File: config.mk
export PLATFORM = sky130hd
export DESIGN_NAME = word_line_merger
export DESIGN_NICKNAME = d
export VERILOG_FILES = /design/src/rtl/word_line_merger_pkg.sv /design/src/rtl/word_inserter.sv /design/src/rtl/word_line_merger.sv
export SDC_FILE = /design/constraint.sdc
export NUM_CORES = 1
export LEC_CHECK = 0
export ABC_AREA = 1
export CORE_ASPECT_RATIO = 0.5
export CORE_MARGIN = 2
export CORE_UTILIZATION = 52
export CTS_BUF_LIST = sky130_fd_sc_hd__clkbuf_4
export CTS_CLUSTER_DIAMETER = 80
export DETAILED_ROUTE_END_ITERATION = 7
export PLACE_DENSITY_LB_ADDON = 0.15
export SYNTH_ARGS = -nofsm -noshare
export SYNTH_HDL_FRONTEND = slang
export SYNTH_HIERARCHICAL = 1
export SYNTH_SLANG_ARGS = --single-unit
File: constraint.sdc
create_clock -name clk -period 3 [get_ports clk]
set_input_delay 0.6 -clock clk [delete_from_list [all_inputs] [get_ports clk]]
set_output_delay 0.6 -clock clk [all_outputs]
set_load 0.02 [all_outputs]
File: src/rtl/word_line_merger_pkg.sv
// Shared definitions for the cache-line word extractor/merger pair:
// FSM state encodings, bus-width derivations and the byte-offset to word-index rule.
package word_line_merger_pkg;

    typedef enum logic [1:0] {
        ST_EMPTY = 2'd0,
        ST_MERGE = 2'd1,
        ST_DRAIN = 2'd2
    } state_t;

    localparam int BYTE_BITS     = 8;
    localparam int SEL_BYTE_BITS = 2;

    function automatic int be_width(input int word_width);
        return word_width / BYTE_BITS;
    endfunction

    function automatic int str_width(input int word_width, input int word_count);
        return word_width * word_count;
    endfunction

    // Byte offset to word index; the low byte-within-word bits are dropped.
    function automatic int unsigned word_index(input int unsigned sel);
        return sel >> SEL_BYTE_BITS;
    endfunction

endpackage

File: src/rtl/word_inserter.sv
// Replaces the enabled bytes of one word of a line; inverse of the word extractor.
// Latency: combinational. Backpressure: none, pure datapath.
// Unselected words and disabled bytes pass through unchanged.
module word_inserter
    import word_line_merger_pkg::*;
#(
    parameter int WORD_WIDTH = 32,
    parameter int WORD_COUNT = 4,
    parameter int IDX_WIDTH  = 2,
    localparam int STR_WIDTH = str_width(WORD_WIDTH, WORD_COUNT),
    localparam int BE_WIDTH  = be_width(WORD_WIDTH)
) (
    input  logic [STR_WIDTH-1:0]  line_in,
    input  logic [IDX_WIDTH-1:0]  idx,
    input  logic [WORD_WIDTH-1:0] data,
    input  logic [BE_WIDTH-1:0]   be,
    output logic [STR_WIDTH-1:0]  line_out
);

    always_comb begin
        line_out = line_in;
        for (int w = 0; w < WORD_COUNT; w++) begin
            for (int k = 0; k < BE_WIDTH; k++) begin
                if ((idx == IDX_WIDTH'(w)) && be[k]) begin
                    line_out[w*WORD_WIDTH + k*BYTE_BITS +: BYTE_BITS] = data[k*BYTE_BITS +: BYTE_BITS];
                end
            end
        end
    end

endmodule

File: src/rtl/word_line_merger.sv
// Holds one cache line, merges byte-masked word writes, emits the line with a per-word dirty mask.
// Latency: load->write ready 1 cycle, flush->line_valid 1 cycle, drain->load_ready 1 cycle.
// Backpressure: line_out/line_dirty held while line_ready is low; writes and loads stall meanwhile.
module word_line_merger
    import word_line_merger_pkg::*;
#(
    parameter int WORD_WIDTH = 32,
    parameter int WORD_COUNT = 4,
    parameter int SEL_WIDTH  = 4,
    localparam int STR_WIDTH = str_width(WORD_WIDTH, WORD_COUNT),
    localparam int BE_WIDTH  = be_width(WORD_WIDTH)
) (
    input  logic                  clk,
    input  logic                  rst,
    input  logic                  load_valid,
    input  logic [STR_WIDTH-1:0]  load_line,
    output logic                  load_ready,
    input  logic                  wr_valid,
    input  logic [SEL_WIDTH-1:0]  wr_sel,
    input  logic [WORD_WIDTH-1:0] wr_data,
    input  logic [BE_WIDTH-1:0]   wr_be,
    output logic                  wr_ready,
    input  logic                  flush,
    output logic                  line_valid,
    output logic [STR_WIDTH-1:0]  line_out,
    output logic [WORD_COUNT-1:0] line_dirty,
    input  logic                  line_ready
);

    localparam int IDX_WIDTH = SEL_WIDTH - SEL_BYTE_BITS;

    state_t                state_q;
    state_t                state_d;
    logic [STR_WIDTH-1:0]  buf_q;
    logic [WORD_COUNT-1:0] dirty_q;
    logic [STR_WIDTH-1:0]  merged_line;
    logic [IDX_WIDTH-1:0]  wr_idx;
    logic                  load_fire;
    logic                  wr_fire;
    logic                  drain_fire;

    assign wr_idx = IDX_WIDTH'(word_index(32'(wr_sel)));

    word_inserter #(
        .WORD_WIDTH (WORD_WIDTH),
        .WORD_COUNT (WORD_COUNT),
        .IDX_WIDTH  (IDX_WIDTH)
    ) u_word_inserter (
        .line_in  (buf_q),
        .idx      (wr_idx),
        .data     (wr_data),
        .be       (wr_be),
        .line_out (merged_line)
    );

    always_ff @(posedge clk) begin
        if (rst) begin
            state_q <= ST_EMPTY;
        end else begin
            state_q <= state_d;
        end
    end

    // Handshakes decode only from state and rst, so no input reaches an output combinationally.
    always_comb begin
        state_d    = state_q;
        load_ready = 1'b0;
        wr_ready   = 1'b0;
        line_valid = 1'b0;
        load_fire  = 1'b0;
        wr_fire    = 1'b0;
        drain_fire = 1'b0;
        if (!rst) begin
            case (state_q)
                ST_EMPTY: begin
                    load_ready = 1'b1;
                    if (load_valid) begin
                        load_fire = 1'b1;
                        state_d   = ST_MERGE;
                    end
                end
                ST_MERGE: begin
                    wr_ready = 1'b1;
                    wr_fire  = wr_valid;
                    if (flush) begin
                        state_d = ST_DRAIN;
                    end
                end
                ST_DRAIN: begin
                    line_valid = 1'b1;
                    if (line_ready) begin
                        drain_fire = 1'b1;
                        state_d    = ST_EMPTY;
                    end
                end
                default: state_d = ST_EMPTY;
            endcase
        end
    end

    // A write coinciding with flush still lands here, so it is part of the emitted line.
    always_ff @(posedge clk) begin
        if (rst) begin
            buf_q   <= '0;
            dirty_q <= '0;
        end else if (load_fire) begin
            buf_q   <= load_line;
            dirty_q <= '0;
        end else if (wr_fire) begin
            buf_q           <= merged_line;
            dirty_q[wr_idx] <= dirty_q[wr_idx] | (|wr_be);
        end else if (drain_fire) begin
            dirty_q <= '0;
        end
    end

    assign line_out   = buf_q;
    assign line_dirty = dirty_q;

endmodule

Word level (Yosys, flattened, before mapping)

Cells that the tools add are included.

Order comparisons: 2
Equal/unequal tests: 8
Mux-type cells: 43
Bitwise gates (word level): 1
Reduce and logical (&&, ||, !) cells: 56

Operators by type and width:

| cell               | number |
|---|---|
| $mux 128           | 2 |
| $mux 8             | 16 |
| $reduce_bool 2->1  | 18 |
| $reduce_and 2->1   | 16 |
| $logic_and 1x1->1  | 17 |
| $mux 1             | 16 |
| $mux 4             | 2 |
| $eq 2x2->1 const B | 3 |
| $mux 2             | 3 |
| $ne 2x2->1 const B | 3 |
| $pmux 2 s3         | 1 |
| $bwmux 4           | 1 |
| $eq 2x1->1 const B | 2 |
| $logic_not 2->1    | 2 |
| $reduce_or 4->1    | 1 |
| $lt 2x3->1 const B | 1 |
| $reduce_and 3->1   | 1 |
| $bmux 1 s2         | 1 |
| $demux 1 s2        | 1 |
| $ge 2x1->1 const B | 1 |
| $reduce_or 2->1    | 1 |
| $or 1x1->1         | 1 |

Flip-flop bits (word level): 134
Input bits: 174
Logic and storage cells: 128

Logic depth before layout (Yosys ltp)

Depth in word-level cells: 6
Depth in mapped cells: 9
Depth with buffers taken out: 8

Hierarchy

Netlist, hierarchy kept.

By module, submodules not included:

| module           | times used | cells an instance | area an instance (sq um) |
|---|---|---|---|
| word_line_merger | 1          | 1190              | 7263.2 |
| word_inserter    | 1          | 443               | 2065.7 |

Worst setup path before layout

No wires, ideal clock.

Path kind: input-to-output
Start: input port rst
End: output port load_ready
Data arrival time: 1402 ps
Setup slack: 998 ps
Stages on the path: 3
Path buffers: 2
Cells stage by stage: buf_2 -> clkbuf_1 -> nor3_1

Longest elaborated chain between the ends: 1

Ends and longest elaborated chain:

| item               | RTL line               | source |
|---|---|---|
| start: declaration | word_line_merger.sv:14 | `input logic rst,` |
| $mux 1             | word_line_merger.sv:73 | `if (!rst) begin` |
| end: declaration   | word_line_merger.sv:17 | `output logic load_ready,` |

No other way between the ends.

Worst setup path after layout

Start: register state_q[1]
End: output port line_valid

Longest elaborated chain between the ends: 3

Ends and longest elaborated chain:

| item                     | RTL line               | source |
|---|---|---|
| start: declaration       | word_line_merger.sv:32 | `state_t state_q;` |
| start signal: assignment | word_line_merger.sv:60 | `state_q <= state_d;` |
| $eq 2x2->1               | word_line_merger.sv:74 | `case (state_q)` |
| $mux 1                   | word_line_merger.sv:74 |  |
| $mux 1                   | word_line_merger.sv:73 |  |
| end: declaration         | word_line_merger.sv:24 | `output logic line_valid,` |

No other way between the ends.

==> metrics <==
Port Buffer Count 306; CP arrival 1.85 ns; Avg Inst Size Synth 5.71 um2; clock sinks 134; Max FO, Critical Path 6; Iter 0 DRT Violations 1566; Gates resized, CTS repair 0; DRC viols 0; DP Worst Slack 0.526 ns; Die Ht 98.7 um; fin crit period 2.45 ns; io pins 309; Setup TNS 0 ns; core area 17500 um2; mux share of post-synthesis cell area 0%; CTS tree built; WS Path Type reg -> out; fill count 1498; cell area after synthesis 9330 um2; Worst setup EP type output port; synthesis-stage register bit count 134; clk_lat worst skew 0.54 ns; FMAX 409 MHz; status complete, no violations; Max Cap Violations 0; startpoint types flop; # rows 34; Worst-Margin Slew 0.985 ns; Initial Utilization 53.4%; Worst VDD drop 0.221 mV; Comb pwr share 29.6%; compound-cell area share of the yosys netlist 7.23%; clk_skew 0.0192 ns; area of the multi-input gates 4990 um2; main combinational cell family by area after synthesis simple AND/OR/NAND/NOR gates; LEAKAGE 0.00583 uW; unrepaired setup endpoints after global routing false; Storage cell area 2680 um2; vias in the first global route 10459; Net Count, Synth 1807; Clock Pin Slew Worst Setup and Hold Paths 0.12 ns; overall power 4700 uW; Slew Limit Headroom 34.3%; Overall Global Routing Usage 36.7%; Pint 3100 uW; placed inst area 12300 um2; Reg power frac 41.2%; Syn. warnings 6; Final ANT Viol Nets 0; Sw Pwr 1600 uW; postcts setup bufs 0; Post-Syn Instances 1633; clock share of power 29.2%; Final period util 81.5%; largest net degree at the start of global routing 134; Synth cell types 24; Post-Synth Simple-Gate Area 46.2%; Num CTS Buffers 17; GPL Wtd Cong 0.880; HPWL after DPL 24.8 mm; post-route core utilization 72.1%; first-pass GRT wire length 55.6 mm; initial antenna violation count 0; DRT Wirelength 36.1 mm; Clock Tree Root clkbuf_4; Design Area, Final 12600 um2; Crit-path slowest cell clkdlybuf4s50_1; final max-slew violation count 0; DRT Pass-1 Iters 5; H-tree Lvls 4; Worst path max stage delay 0.62 ns; count of final setup violators 0; Power per Cell Area 373 nW/um2; Ant. Diodes 0; critical-path cell list nand2_1, nor2_1, clkdlybuf4s50_1; Hold Fails Final Rpt 0; worst setup margin 0.554 ns; vias per cell 5.54; DIE WIDTH 193 um; wire per inst 17.1 um; P&R area growth vs syn 35.1%; CTS Hold Buffers Added 0; CTS Buffer Depth 2; Layout Nets 2038; Post-Synth Adder-Cell Area 0%; vias 11684; total gr overflow 0; sequential-to-total area share from yosys stat 28.8%; XOR/XNOR share of the synthesized area 0%; CP Data Required Time 2.40 ns; min-delay worst type in -> reg; Net Sw Frac 34.0%; share of layout cells above drive strength 1 4.21%; full die area 19100 um2
power groups by stage:
stage          Sequential (uW)  Combinational, uW  Clock (uW)
2_1_floorplan             2060                671           0
3_3_place_gp              1970               1330           0
3_5_place_dp              1970               1360           0
4_1_cts                   1930               1370        1380
5_1_grt                   1950               1500        1460
6_report                  1940               1390        1370
synthesized netlist by cell type:
library cell	n	area, um2
a31oi_1	1	6.26
buf_1	1	3.75
nand3_2	9	90.1
nor2_1	18	67.6
nor2_2	3	18.8
and2_0	1	6.26
inv_4	2	12.5
buf_6	8	90.1
dfxtp_1	134	2680
nor2_4	4	45.0
buf_2	52	260
inv_2	3	11.3
nand2_4	1	11.3
nand2_1	574	2150
nand3_4	2	35.0
nand4_1	64	400
nand2_2	1	6.26
clkbuf_1	40	150
a21oi_1	132	661
nor3_1	1	5.00
buf_4	15	113
nand3_1	293	1470
inv_1	273	1020
o31ai_1	1	7.51
worst paths after layout:
check	from	to	slack [ns]	depth (start not counted)
setup / recovery	state_q[1]	line_valid	0.55	3
hold reg to reg	line_out[100]	line_out[100]	0.51	2
setup reg to reg	state_q[1]	line_out[14]	1.10	7
hold / removal	rst	state_q[1]	0.26	2
metal layers:
layer / track usage, % / up-vias / wire length (um)
met5: 0 / - / 0
met4: 17.0 / 0 / 1540
met3: 8.32 / 97 / 4560
met2: 54.8 / 764 / 15300
met1: 50.5 / 5254 / 14700
li1: - / 5569 / -
cells by family after synthesis:
kind of cell           after synthesis
AOI/OAI and AO/OA                  134
and+or+nand+nor                    971
buffers and inverters              394
DFF                                134
sequential cells by signal, summed over array words and instances, names as in the netlist:
name,count
line_dirty,4
state_q,2
line_out,128
metrics by stage:
stage / std cells / hold slack [ns]
finish: 2109 / 0.262
global route: 2109 / 0.221
CTS: 2109 / 0.225
detailed placement: 2079 / 0.492
global placement: 2079 / 0.485
floorplan: 1633 / 0.512
placed cells by master, fill, tap and decap left out:
cell type        count
nand2_4              2
dfxtp_1            134
a21oi_1            132
nor2_1              18
nand4_1             64
clkinv_1             1
clkbuf_4            19
nor3_1               1
nor2_4               4
inv_2                2
o31ai_1              1
buf_2                2
a31oi_1              1
nand2_1            574
clkinvlp_4           2
and2_0               1
nand3_4              2
buf_12               6
inv_1              273
nand3_1            293
nor2_2               3
clkdlybuf4s50_1    303
nand3_2              9
clkinv_2             4
buf_4               17
inv_4                3
bufinv_16            4
worst max-delay path, delay by kind of cell (launching register included):
| kind | cells | cell delay [ns] |
|---|---|---|
| and+or+nand+nor | 2 | 0.21 |
| DFF | 1 | 0.47 |
| buffers and inverters | 1 | 0.62 |
cell type report:
type                    count  share of cell area, %
multi-input cells        1105                   39.6
repair buffers            328                   26.1
flip-flops and latches    134                   21.3
inverters                 278                   8.34
well taps                 234                   2.32
clock inverters            11                   1.26
clock buffers              19                   1.13
Power figures use the tool's default switching activity.
